**src/rtl/hilo_pkg.sv**
```systemverilog
// Shared definitions for the HI/LO multiply/divide unit: op codes, FSM states, default width.
// The divider is only built when HILO_DIV_EN is defined.
package hilo_pkg;

  localparam int HILO_DATA_W = 32;

  localparam logic [2:0] HILO_OP_MULT  = 3'd0;
  localparam logic [2:0] HILO_OP_MULTU = 3'd1;
  localparam logic [2:0] HILO_OP_DIV   = 3'd2;
  localparam logic [2:0] HILO_OP_DIVU  = 3'd3;
  localparam logic [2:0] HILO_OP_MTHI  = 3'd4;
  localparam logic [2:0] HILO_OP_MTLO  = 3'd5;

  typedef enum logic [1:0] {
    S_IDLE = 2'd0,
    S_MUL  = 2'd1,
    S_DIV  = 2'd2,
    S_FIX  = 2'd3
  } hilo_state_e;

  function automatic logic hilo_op_signed(input logic [2:0] op);
    return (op == HILO_OP_MULT) || (op == HILO_OP_DIV);
  endfunction

  function automatic logic hilo_op_mul(input logic [2:0] op);
    return (op == HILO_OP_MULT) || (op == HILO_OP_MULTU);
  endfunction

  function automatic logic hilo_op_mt(input logic [2:0] op);
    return (op == HILO_OP_MTHI) || (op == HILO_OP_MTLO);
  endfunction

endpackage

```
**src/rtl/hilo_iter_core.sv**
```systemverilog
// Shared one-bit-per-cycle datapath: shift-add multiply and (with HILO_DIV_EN) restoring divide.
// Operands are unsigned magnitudes; sign handling lives in the top level.
module hilo_iter_core
  import hilo_pkg::*;
#(
  parameter int W = HILO_DATA_W
) (
  input  logic           clk,
  input  logic           rst,
  input  logic           i_start,
  input  logic           i_step,
`ifdef HILO_DIV_EN
  input  logic           i_mode,
  output logic [W-1:0]   o_quot,
  output logic [W-1:0]   o_rem,
`endif
  input  logic [W-1:0]   i_a,
  input  logic [W-1:0]   i_b,
  output logic [2*W-1:0] o_prod,
  output logic           o_last
);

  localparam int CNT_W = $clog2(W);
  localparam logic [CNT_W-1:0] CNT_LAST = CNT_W'(W - 1);
`ifdef HILO_DIV_EN
  localparam int SUM_W = W + 2;
`else
  localparam int SUM_W = W + 1;
`endif

  // {r_acc, r_q} is the product register in mul mode, {remainder, dividend/quotient} in div mode.
  logic [W-1:0]     r_acc;
  logic [W-1:0]     r_q;
  logic [W-1:0]     r_b;
  logic [CNT_W-1:0] r_cnt;
`ifdef HILO_DIV_EN
  logic             r_div;
`endif

  logic [W:0]       w_opa;
  logic [W:0]       w_opb;
  logic             w_cin;
  logic [SUM_W-1:0] w_sum;
  logic [W-1:0]     w_acc_nxt;
  logic [W-1:0]     w_q_nxt;

  // Divide reuses the adder as a subtractor: shifted + ~b + 1, carry-out means no borrow.
  always_comb begin
    w_opa = {1'b0, r_acc};
    w_opb = r_q[0] ? {1'b0, r_b} : '0;
    w_cin = 1'b0;
`ifdef HILO_DIV_EN
    if (r_div) begin
      w_opa = {r_acc, r_q[W-1]};
      w_opb = ~{1'b0, r_b};
      w_cin = 1'b1;
    end
`endif
  end

  assign w_sum = SUM_W'(w_opa) + SUM_W'(w_opb) + SUM_W'(w_cin);

  always_comb begin
    {w_acc_nxt, w_q_nxt} = {w_sum[W:0], r_q[W-1:1]};
`ifdef HILO_DIV_EN
    if (r_div) begin
      w_acc_nxt = w_sum[W+1] ? w_sum[W-1:0] : {r_acc[W-2:0], r_q[W-1]};
      w_q_nxt   = {r_q[W-2:0], w_sum[W+1]};
    end
`endif
  end

  always_ff @(posedge clk or posedge rst) begin
    if (rst) begin
      r_acc <= '0;
      r_q   <= '0;
      r_b   <= '0;
      r_cnt <= '0;
`ifdef HILO_DIV_EN
      r_div <= 1'b0;
`endif
    end else if (i_start) begin
      r_acc <= '0;
      r_q   <= i_a;
      r_b   <= i_b;
      r_cnt <= '0;
`ifdef HILO_DIV_EN
      r_div <= i_mode;
`endif
    end else if (i_step) begin
      r_acc <= w_acc_nxt;
      r_q   <= w_q_nxt;
      r_cnt <= r_cnt + 1'b1;
    end
  end

  assign o_prod = {r_acc, r_q};
  assign o_last = (r_cnt == CNT_LAST);
`ifdef HILO_DIV_EN
  assign o_quot = r_q;
  assign o_rem  = r_acc;
`endif

endmodule

```
**src/rtl/hilo_unit.sv**
```systemverilog
// HI/LO register owner: MULT/MULTU/DIV/DIVU via a shared iterative core, MTHI/MTLO, MFHI/MFLO reads.
// Define HILO_DIV_EN to build the divider; otherwise DIV/DIVU are reported as illegal ops.
module hilo_unit
  import hilo_pkg::*;
#(
  parameter int DATA_W = HILO_DATA_W
) (
  input  logic              clk,
  input  logic              rst,
  // Handshake: a request transfers on a rising edge where req_valid && req_ready; the requester
  // holds req_op/req_a/req_b stable while req_valid is high and req_ready is low.
  input  logic              req_valid,
  output logic              req_ready,
  input  logic [2:0]        req_op,
  input  logic [DATA_W-1:0] req_a,
  input  logic [DATA_W-1:0] req_b,
  input  logic              rd_en,
  input  logic              rd_sel,
  output logic [DATA_W-1:0] rd_data,
  output logic              rd_stall,
  output logic              busy,
  output logic              done,
  output logic              div_by_zero,
  output logic              illegal_op,
  output logic [DATA_W-1:0] hi,
  output logic [DATA_W-1:0] lo,
  output hilo_state_e       dbg_state
);

  hilo_state_e r_state;
  hilo_state_e w_state_nxt;

  logic [DATA_W-1:0]   r_hi;
  logic [DATA_W-1:0]   r_lo;
  logic                r_neg;
  logic                r_done;
  logic                r_dbz;
  logic                r_ill;

  logic                w_accept;
  logic                w_op_mul;
  logic                w_op_mt;
  logic                w_illegal;
  logic                w_signed;
  logic                w_start;
  logic                w_step;
  logic                w_last;
  logic [DATA_W-1:0]   w_abs_a;
  logic [DATA_W-1:0]   w_abs_b;
  logic [2*DATA_W-1:0] w_prod;
  logic [2*DATA_W-1:0] w_prod_fix;
`ifdef HILO_DIV_EN
  logic                r_is_div;
  logic                r_rem_neg;
  logic                w_op_div;
  logic                w_div_zero;
  logic [DATA_W-1:0]   w_quot;
  logic [DATA_W-1:0]   w_rem;
  logic [DATA_W-1:0]   w_quot_fix;
  logic [DATA_W-1:0]   w_rem_fix;
`endif

  assign w_accept = req_valid && req_ready;
  assign w_op_mul = hilo_op_mul(req_op);
  assign w_op_mt  = hilo_op_mt(req_op);
  assign w_signed = hilo_op_signed(req_op);
  // Negating the most negative value yields the same bits, which is the correct unsigned magnitude.
  assign w_abs_a  = (w_signed && req_a[DATA_W-1]) ? -req_a : req_a;
  assign w_abs_b  = (w_signed && req_b[DATA_W-1]) ? -req_b : req_b;

`ifdef HILO_DIV_EN
  assign w_op_div   = (req_op == HILO_OP_DIV) || (req_op == HILO_OP_DIVU);
  assign w_div_zero = w_op_div && (req_b == '0);
  assign w_illegal  = !(w_op_mul || w_op_div || w_op_mt);
  assign w_start    = w_accept && (w_op_mul || (w_op_div && !w_div_zero));
`else
  assign w_illegal  = !(w_op_mul || w_op_mt);
  assign w_start    = w_accept && w_op_mul;
`endif

  hilo_iter_core #(
    .W (DATA_W)
  ) u_core (
    .clk     (clk),
    .rst     (rst),
    .i_start (w_start),
    .i_step  (w_step),
`ifdef HILO_DIV_EN
    .i_mode  (w_op_div),
    .o_quot  (w_quot),
    .o_rem   (w_rem),
`endif
    .i_a     (w_abs_a),
    .i_b     (w_abs_b),
    .o_prod  (w_prod),
    .o_last  (w_last)
  );

  // FSM: state register
  always_ff @(posedge clk or posedge rst) begin
    if (rst) begin
      r_state <= S_IDLE;
    end else begin
      r_state <= w_state_nxt;
    end
  end

  // FSM: next state
  always_comb begin
    w_state_nxt = r_state;
    case (r_state)
      S_IDLE: begin
        if (w_accept && w_op_mul) begin
          w_state_nxt = S_MUL;
        end
`ifdef HILO_DIV_EN
        if (w_accept && w_op_div && !w_div_zero) begin
          w_state_nxt = S_DIV;
        end
`endif
      end
      S_MUL: begin
        if (w_last) begin
          w_state_nxt = S_FIX;
        end
      end
`ifdef HILO_DIV_EN
      S_DIV: begin
        if (w_last) begin
          w_state_nxt = S_FIX;
        end
      end
`endif
      S_FIX:   w_state_nxt = S_IDLE;
      default: w_state_nxt = S_IDLE;
    endcase
  end

  // FSM: outputs
  always_comb begin
    req_ready = (r_state == S_IDLE);
    busy      = (r_state != S_IDLE);
    rd_stall  = rd_en && busy;
    w_step    = (r_state == S_MUL) || (r_state == S_DIV);
  end

  assign w_prod_fix = r_neg ? -w_prod : w_prod;
`ifdef HILO_DIV_EN
  assign w_quot_fix = r_neg ? -w_quot : w_quot;
  assign w_rem_fix  = r_rem_neg ? -w_rem : w_rem;
`endif

  always_ff @(posedge clk or posedge rst) begin
    if (rst) begin
      r_hi      <= '0;
      r_lo      <= '0;
      r_neg     <= 1'b0;
      r_done    <= 1'b0;
      r_dbz     <= 1'b0;
      r_ill     <= 1'b0;
`ifdef HILO_DIV_EN
      r_is_div  <= 1'b0;
      r_rem_neg <= 1'b0;
`endif
    end else begin
      r_done <= 1'b0;
      r_dbz  <= 1'b0;
      r_ill  <= 1'b0;
      if (w_accept) begin
        r_neg <= w_signed && (req_a[DATA_W-1] ^ req_b[DATA_W-1]);
        if (req_op == HILO_OP_MTHI) begin
          r_hi <= req_a;
        end
        if (req_op == HILO_OP_MTLO) begin
          r_lo <= req_a;
        end
        if (w_illegal) begin
          r_ill <= 1'b1;
        end
`ifdef HILO_DIV_EN
        r_is_div  <= w_op_div;
        r_rem_neg <= w_signed && req_a[DATA_W-1];
        if (w_div_zero) begin
          r_dbz  <= 1'b1;
          r_done <= 1'b1;
        end
`endif
      end
      if (r_state == S_FIX) begin
        r_done <= 1'b1;
`ifdef HILO_DIV_EN
        if (r_is_div) begin
          r_lo <= w_quot_fix;
          r_hi <= w_rem_fix;
        end else
`endif
        begin
          r_hi <= w_prod_fix[2*DATA_W-1:DATA_W];
          r_lo <= w_prod_fix[DATA_W-1:0];
        end
      end
    end
  end

  assign hi          = r_hi;
  assign lo          = r_lo;
  assign rd_data     = rd_sel ? r_lo : r_hi;
  assign done        = r_done;
  assign div_by_zero = r_dbz;
  assign illegal_op  = r_ill;
  assign dbg_state   = r_state;

endmodule

```
**config.mk**
```make
export PLATFORM = sky130hd
export DESIGN_NAME = hilo_unit
export DESIGN_NICKNAME = d
export VERILOG_FILES = /design/src/rtl/hilo_pkg.sv /design/src/rtl/hilo_iter_core.sv /design/src/rtl/hilo_unit.sv
export SDC_FILE = /design/constraint.sdc
export NUM_CORES = 1
export LEC_CHECK = 0
export ABC_AREA = 1
export ABC_CLOCK_PERIOD_IN_PS = 7300
export CAP_MARGIN = 20
export CORE_ASPECT_RATIO = 0.6
export CORE_MARGIN = 2
export CORE_UTILIZATION = 60
export DETAILED_ROUTE_END_ITERATION = 7
export MAX_ROUTING_LAYER = met4
export PLACE_DENSITY = 0.88
export RECOVER_POWER = 100
export SLEW_MARGIN = 20
export SYNTH_ARGS = -nofsm -noshare
export SYNTH_HDL_FRONTEND = slang
export SYNTH_HIERARCHICAL = 1
export SYNTH_SLANG_ARGS = --single-unit
```
**constraint.sdc**
```tcl
create_clock -name clk -period 7.3 [get_ports clk]
set_clock_uncertainty 0.15 [all_clocks]
set_input_delay 1.46 -clock clk [delete_from_list [all_inputs] [get_ports clk]]
set_output_delay 1.46 -clock clk [all_outputs]
set_load 0.01 [all_outputs]
```
After elaboration in Yosys (flattened, before gate mapping)
Cells that the tools add are included.
- logic and storage cells: 70
- output and inout bits: 104
- register bits after elaboration: 170
- $add $sub $neg: 5
- eq/ne operators: 10
- multiplexer cells: 23
- reductions and logical operators: 21
- bitwise gates (word level): 1
- operator list (cell ; count):
    $mux 32 ; 14
    $mux 64 ; 1
    $neg 32->32 ; 2
    $neg 64->64 ; 1
    $add 32x33->33 ; 1
    $mux 5 ; 2
    $reduce_bool 2->1 ; 5
    $eq 3x3->1 const B ; 2
    $logic_and 1x1->1 ; 6
    $reduce_and 2->1 ; 3
    $add 5x1->5 const B ; 1
    $eq 5x5->1 const B ; 1
    $logic_or 1x1->1 ; 5
    $eq 2x2->1 const B ; 2
    $mux 2 ; 2
    $ne 2x1->1 const B ; 2
    $pmux 2 s2 ; 1
    $eq 3x1->1 const B ; 1
    $eq 3x2->1 const B ; 1
    $logic_not 3->1 ; 1
    $mux 1 ; 3
    $eq 2x1->1 const B ; 1
    $logic_not 2->1 ; 1
    $xor 1x1->1 ; 1

Depth between registers and ports, before layout
Gate-level depths: netlist of run 1.
- depth after elaboration: 5
- gate-level depth with buffers: 18
- mapped depth without buffers: 16

Cells and area by module
Netlist of run 1, hierarchy kept.
- by module, submodules not included (module ; times used ; cells each ; sequential area each (um^2) ; area an instance (um^2)):
    hilo_unit ; 1 ; 1296 ; 1726.7 ; 7606.0
    hilo_iter_core ; 1 ; 1000 ; 2527.4 ; 6686.4

Worst setup path after synthesis of run 1
No wires, ideal clock.
- path type: in2out
- from: input port rd_sel
- to: output port rd_data[1]
- data arrival time: 2170 ps
- slack: 3520 ps
- data required time: 5690 ps
- stages on the path: 4
- path through: clkbuf_1 clkbuf_1 nand2_1 o21ai_0
- longest elaborated chain between the ends: 1
- RTL lines (what ; line ; RTL):
    start: declaration ; hilo_unit.sv:18 ; input logic rd_sel,
    $mux 32 ; hilo_unit.sv:207 ; assign rd_data = rd_sel ? r_lo : r_hi;
    end: declaration ; hilo_unit.sv:19 ; output logic [DATA_W-1:0] rd_data,
Every way passes these cells.

Worst setup path after layout of run 1
- from: input port req_valid
- to: register r_lo[1], in the netlist lo[1]
- longest elaborated chain between the ends: 3
- RTL lines (what ; line ; RTL):
    start: declaration ; hilo_unit.sv:12 ; input logic req_valid,
    $logic_and 1x1->1 ; hilo_unit.sv:63 ; assign w_accept = req_valid && req_ready;
    $reduce_bool 2->1 (no line) ; n/a ;
    $reduce_and 2->1 (no line) ; n/a ;
    end signal: assignment ; hilo_unit.sv:175 ; r_lo <= req_a;
    end signal: assignment ; hilo_unit.sv:199 ; r_lo <= w_prod_fix[DATA_W-1:0];
    end: declaration ; hilo_unit.sv:34 ; logic [DATA_W-1:0] r_lo;
Every way passes these cells.
A chain may end at the register's enable or synchronous reset.

==> results.sh, run 1 <==
export IMPL_status="complete, but fails checks"
export IMPL_violations="capacitance limit, slew limit"
export IMPL_io_buffers=174
export IMPL_hold_path_depth=2
export IMPL_peakVddDrop_mv=0.2141
export IMPL_cts_setup_buffers=0
export IMPL_cts_made_buffers=17
export IMPL_initial_utilization_pct=61.49
export IMPL_crit_chain="dlygate4sd3_1 -> nand2_1 -> inv_1 -> nand4_1 -> inv_1 -> nor2_1 -> clkbuf_1 -> clkinv_1 -> a31oi_1"
export IMPL_dieWidth_microns=203.3
export IMPL_grt_max_degree=76
export IMPL_clock_latency_ns=0.47
export IMPL_ys_ff_latch=170
export IMPL_critPathMaxFanout=23
export IMPL_setup_viol=0
export IMPL_fmax_ghz=0.1643
export IMPL_grt_pass1_vias=14773
export IMPL_drv_cap=4
export IMPL_place_gp_congestion=1.058
export IMPL_dieArea_sq_um=25110
export IMPL_drive_gt1_share_pct=4.744
export IMPL_syn_inst=2296
export IMPL_ctsLongestPathBuffers=2
export IMPL_area_delta_synth_final_pct=17.00
export IMPL_grt_pass1_wl_microns=83470
export IMPL_switchingPower_mw=3.422
export IMPL_swShare_pct=52.13
export IMPL_hold_viol=0
export IMPL_drcViolationCount=0
export IMPL_synth_avg_cell_area_sq_um=6.225
export IMPL_rsz0062_at_grt="no"
export IMPL_htree_levels=4
export IMPL_final_cell_mix="nand2_1 (769), inv_1 (352), nor2_1 (236)"
export IMPL_final_common_cell="nand2_1"
export IMPL_r2r_cells=10
export IMPL_fp_row_count=43
export IMPL_required_ns=7.53
export IMPL_tritoncts="yes"
export IMPL_antenna_found_initial=0
export IMPL_p_seq_share_pct=27.8
export IMPL_io_pin_count=176
export IMPL_p_int_mw=3.143
export IMPL_r2r_slack_ns=1.94
export IMPL_yosysSeqAreaShare_pct=29.76
export IMPL_wl_per_cell_microns=19.77
export IMPL_critPathTopFamily="buffers and inverters"
export IMPL_synth_edf_count=0
export IMPL_yosysWarnings=6
export IMPL_path_depth=9
export IMPL_synth_cell_types=51
export IMPL_slew_headroom_pct=-30.59
export IMPL_fin_crit_sh_pct=83.40
export IMPL_cts_resized=0
export IMPL_finalHoldWorstSlack_ns=0.3276
export IMPL_gr_usage_all_layers_pct=45.20
export IMPL_avgViaCountPerCell=5.984
export IMPL_dpl_cell_area_sq_um=16220
export IMPL_cp_buffers_inverters=5
export IMPL_firstDrtPassIters=6
export IMPL_ant_nets=0
export IMPL_clock_power_share_pct=13.6
export IMPL_crit_path_end_kind="flop"
export IMPL_synth_ff_type="dfrtp_1"
export IMPL_arrival_ns=6.32
export IMPL_clk_pin_slew_ns=0.07
export IMPL_async_reset_ff_share_pct=100.0
export IMPL_period_needed_ns=6.088
export IMPL_crit_slowest_cell="clkbuf_1"
export IMPL_synth_cell_area_sq_um=14290
export IMPL_fin_setup_tns_ns=0
export IMPL_layout_nets=2545
export IMPL_vias=16515
export IMPL_syn_nets=2409
export IMPL_worst_pin_slew_ns=1.959
export IMPL_antennaDiodeCount=0
export IMPL_die_y_microns=123.6
export IMPL_critical_path_max_stage_delay_ns=1.01
export IMPL_drtIter0Drc=2605
export IMPL_setup_worst_path_class="input pin to flop"
export IMPL_p_leak_nw=8.736
export IMPL_core_area_sq_um=23240
export IMPL_p_per_area_nw_per_um2=392.6
export IMPL_design_area_sq_um=16720
export IMPL_pwr_share_comb_pct=58.6
export IMPL_slew_violations=109
export IMPL_nFillCells=1997
export IMPL_cts_hold_buf=0
export IMPL_min_path_type="flop to flop"
export IMPL_root_buffer="clkbuf_16"
export IMPL_cpMostUsedCell="inv_1"
export IMPL_dpl_hpwl_microns=41790
export IMPL_routed_wl_microns=54580
export IMPL_cts_sinks=170
export IMPL_grt_overflow=0
export IMPL_worstSetupStartpointType="input pin"
[sequential cells by signal, summed over array words and instances, names as in the netlist]
signal        flops
u_core/r_b       32
u_core/r_cnt      5
done              1
dbg_state         2
u_core/r_q       32
r_neg             1
lo               32
illegal_op        1
hi               32
u_core/r_acc     32
[kinds of logic (layout without fill, tap and decap cells)]
kind of cell	count (synthesis)	count (layout)	synth area share [%]
AO/OA/AOI/OAI	289	289	12.41
other	1	1	0.02624
XOR/XNOR	68	68	4.167
AND/OR/NAND/NOR	1293	1293	38.12
multiplexers	1	1	0.07878
buffers and inverters	433	582	11.78
flip-flops	170	170	29.76
adder cells (fa/ha/maj)	41	41	3.642
[path summary, 6_finish.rpt]
check,end,start
max,lo[1]$_DFFE_PP0P_,req_valid
min,u_core/r_b[23]$_DFFE_PP0P_,u_core/r_b[23]$_DFFE_PP0P_
max reg2reg,lo[1]$_DFFE_PP0P_,dbg_state[0]$_DFFE_PP0P_
min reg2reg,u_core/r_b[23]$_DFFE_PP0P_,u_core/r_b[23]$_DFFE_PP0P_
max in group asynchronous,u_core/r_acc[29]$_DFFE_PP0P_,rst
min in group asynchronous,dbg_state[0]$_DFFE_PP0P_,rst
[power by group through the flow]
stage / combinational (mW) / sequential [mW] / clock (mW)
2_1_floorplan: 2.41 / 1.73 / 0
5_1_grt: 4.19 / 1.85 / 0.926
4_1_cts: 3.83 / 1.80 / 0.887
6_report: 3.85 / 1.82 / 0.894
3_5_place_dp: 3.78 / 1.80 / 0
3_3_place_gp: 3.68 / 1.79 / 0
[synth_stat cells (all sizes together) (2+ instances only)]
cell    count  area share, %
nand3b      4           0.21
xnor2      17            1.0
ha         40            3.5
nor2      259            7.5
o221ai     35            2.1
nand3     171            6.1
nand4      24            1.2
dfrtp     170             30
o22ai      32            1.4
xor2       51            3.1
a22oi      12           0.63
inv       361            9.5
o21ai     114            4.2
nor4        2          0.088
a31oi       4           0.18
nor3       27           0.98
o21bai     18           0.95
buf        42            1.5
nand2     797             22
a21oi      56            2.0
and2        5           0.24
o21a        2           0.11
o211ai     13           0.68
clkbuf     29           0.76
[through the flow]
step                      setup slack (ns)  utilization, %  power [mW]  instances
after floorplan                      3.043               -       4.143       2296
after global placement               2.652           69.79       5.468       2728
after detailed placement             2.603           69.79       5.585       2728
after CTS                            2.599           72.15       6.510       2760
after global routing                 1.241           71.95       6.969       2760
final                                1.212           71.95       6.566       2760
[per-layer routing]
| layer | wire (microns) | global-route usage (%) | vias up | part of all wire [%] |
|---|---|---|---|---|
| met4 | 978 | 9.078 | 0 | 1.8 |
| met5 | 0 | - | - | 0 |
| li1 | - | - | 7541 | - |
| met1 | 23810 | 65.65 | 7584 | 44 |
| met3 | 8936 | 16.63 | 118 | 16 |
| met2 | 20850 | 59.19 | 1272 | 38 |
[area by class of cell]
| cell class | instances | area, sq um | area share [%] |
|---|---|---|---|
| inverters | 362 | 1361 | 8.141 |
| clock buffers | 19 | 452.9 | 2.709 |
| well taps | 315 | 394.1 | 2.357 |
| multi-input cells | 1693 | 8339 | 49.87 |
| clock inverters | 13 | 96.34 | 0.5761 |
| flip-flops and latches | 170 | 4255 | 25.45 |
| repair buffers | 188 | 1823 | 10.90 |
[tightest hold or removal path: stages (launching register included)]
cell and delay (ns):
dfrtp_1 0.34, nand2_1 0.05, nand2_1 0.05
(Power assumes the default switching activity.)
==> run 2: changes to the inputs <==
Settings changed: ABC_CLOCK_PERIOD_IN_PS 7300 to 5200, CORE_UTILIZATION 60 to 52, PLACE_DENSITY 0.88 to 0.81.
Clock period 7.3 ns to 5.2 ns, I/O delays scaled along.
==> run 2 against run 1 <==
  * The run still ends with capacitance limit, slew limit left
  * Clock-buffer cell count rose by 3
  * Final area rose by 0.50%
  * Sequential power rose by 40%
  * Routed wire length fell by 2.8%
  * Critical path depth fell by 3
  * Sequential share of layout area fell by 0.13 points
  * Power rose by 40%
  * Cell count rose by 1.7%
  * Non-clock buffer count rose by 3
  * Combinational power rose by 39%
  * Die area rose by 15%
  * Hold slack got worse by 0.0018 ns
  * Largest power group unchanged
  * Highest routed layer unchanged
==> results.sh, run 2 (synthesized netlist as in run 1, its figures left out) <==
export IMPL_status="complete, but fails checks"
export IMPL_worst_pin_slew_ns=2.011
export IMPL_cts_made_buffers=17
export IMPL_worstSetupStartpointType="flop"
export IMPL_nFillCells=2501
export IMPL_setup_viol=0
export IMPL_root_buffer="clkbuf_16"
export IMPL_avgViaCountPerCell=5.731
export IMPL_fin_cells=2807
export IMPL_hold_viol=0
export IMPL_gr_usage_all_layers_pct=38.11
export IMPL_violations="capacitance limit, slew limit"
export IMPL_fin_crit_sh_pct=83.87
export IMPL_setup_worst_path_class="flop to flop"
export IMPL_ctsLongestPathBuffers=2
export IMPL_rsz0062_at_grt="no"
export IMPL_io_buffers=174
export IMPL_grt_pass1_vias=14503
export IMPL_cts_setup_buffers=0
export IMPL_dieWidth_microns=218.0
export IMPL_dr_wl_met3_microns=7760
export IMPL_io_pin_count=176
export IMPL_final_common_cell="nand2_1"
export IMPL_multi_input_area_sq_um=8332
export IMPL_utilization_pct=62.93
export IMPL_grt_pass1_wl_microns=82170
export IMPL_drv_cap=5
export IMPL_fin_setup_tns_ns=0
export IMPL_area_delta_synth_final_pct=17.59
export IMPL_grt_max_degree=69
export IMPL_peakVddDrop_mv=0.3462
export IMPL_clk_pin_slew_ns=0.07
export IMPL_clock_latency_ns=0.46
export IMPL_fmax_ghz=0.2293
export IMPL_required_ns=5.39
export IMPL_vias=16088
export IMPL_ant_nets=0
export IMPL_fp_row_count=46
export IMPL_final_cell_mix="nand2_1 (773), inv_1 (354), nor2_1 (237)"
export IMPL_place_ws_ns=1.338
export IMPL_m1WireLength_microns=24650
export IMPL_slew_violations=160
export IMPL_die_y_microns=132.4
export IMPL_cts_resized=0
export IMPL_final_seq_area_sq_um=4255
export IMPL_firstDrtPassIters=7
export IMPL_p_per_area_nw_per_um2=546.6
export IMPL_dieArea_sq_um=28870
export IMPL_drtIter0Drc=2480
export IMPL_cts_hold_buf=0
export IMPL_period_needed_ns=4.361
export IMPL_dpl_cell_count=2776
export IMPL_core_area_sq_um=26710
export IMPL_slew_headroom_pct=-34.77
export IMPL_wl_met2_microns=19800
export IMPL_dpl_hpwl_microns=42200
export IMPL_layout_nets=2548
export IMPL_setup_slack_ns=0.8386
export IMPL_tritoncts="yes"
export IMPL_place_gp_congestion=1.048
export IMPL_hold_path_depth=2
export IMPL_routed_wl_microns=53050
export IMPL_p_leak_nw=8.739
export IMPL_htree_levels=4
export IMPL_r2r_cells=6
export IMPL_antennaDiodeCount=0
export IMPL_initial_utilization_pct=53.52
export IMPL_cts_sinks=170
export IMPL_grt_overflow=0
export IMPL_critPathMaxFanout=37
export IMPL_arrival_ns=4.55
export IMPL_wl_per_cell_microns=18.90
export IMPL_drive_gt1_share_pct=4.577
export IMPL_min_path_type="flop to flop"
export IMPL_antenna_found_initial=0
export IMPL_drcViolationCount=0
export IMPL_top_layer_used="met4"
export IMPL_crit_path_end_kind="flop"
## run 2: cell types whose count changed in the layout (fill, tap and decap cells not counted), moves of 3 or more
| cell | change |
|---|---|
| buf_4 | +6 |
| clkinv_4 | -4 |
| nand2_1 | +4 |
| nand2_2 | -4 |
| clkinv_2 | -3 |
| clkinvlp_4 | +3 |
| nand3_1 | +3 |
| nand3_2 | -3 |
## run 2: report_power, final
group          internal (mW)  switching (mW)  total [mW]
sequential              1.92           0.633        2.55
combinational           1.88            3.50        5.37
clock                  0.684           0.576        1.26
total                   4.48            4.71        9.19
## run 2: layout make-up
type                            instances  share of cell area [%]
Multi-Input combinational cell       1693                   49.58
Sequential cell                       170                   25.32
Timing Repair Buffer                  191                   11.01
Inverter                              362                   8.100
Clock buffer                           22                   2.762
Tap cell                              360                   2.680
Clock inverter                          9                  0.5509
## run 2: per-stage QoR
step | hold slack [ns] | power (mW) | area, sq um
floorplan | 0.2917 | 5.816 | 14290
global placement | 0.3075 | 7.725 | 16300
detailed placement | 0.3131 | 7.873 | 16300
CTS | 0.3284 | 9.154 | 16850
global route | 0.3482 | 9.807 | 16810
finish | 0.3258 | 9.186 | 16810
## run 2: critical path, cell delays in order (launching register included)
cell	delay, ns
dfrtp_1	0.41
ha_1	1.13
inv_2	0.69
nand2_1	0.87
clkbuf_1	0.60
o22ai_1	0.14
o21bai_1	0.20
## run 2: final timing paths
path / startpoint / endpoint / slack [ns]
worst max register to register: dbg_state[0]$_DFFE_PP0P_ / hi[21]$_DFFE_PP0P_ / 0.84
worst max-delay path: dbg_state[0]$_DFFE_PP0P_ / hi[21]$_DFFE_PP0P_ / 0.84
worst min register to register: u_core/r_b[19]$_DFFE_PP0P_ / u_core/r_b[19]$_DFFE_PP0P_ / 0.33
min in group asynchronous: rst / illegal_op$_DFF_PP0_ / 1.34
max in group asynchronous: rst / u_core/r_q[7]$_DFFE_PP0P_ / 2.27
worst min-delay path: u_core/r_b[19]$_DFFE_PP0P_ / u_core/r_b[19]$_DFFE_PP0P_ / 0.33
## run 2: layer usage
layer / vias up / track usage [%]
met5: - / -
met1: 7464 / 57.98
met2: 1005 / 47.34
li1: 7538 / -
met4: 0 / 7.445
met3: 81 / 13.43
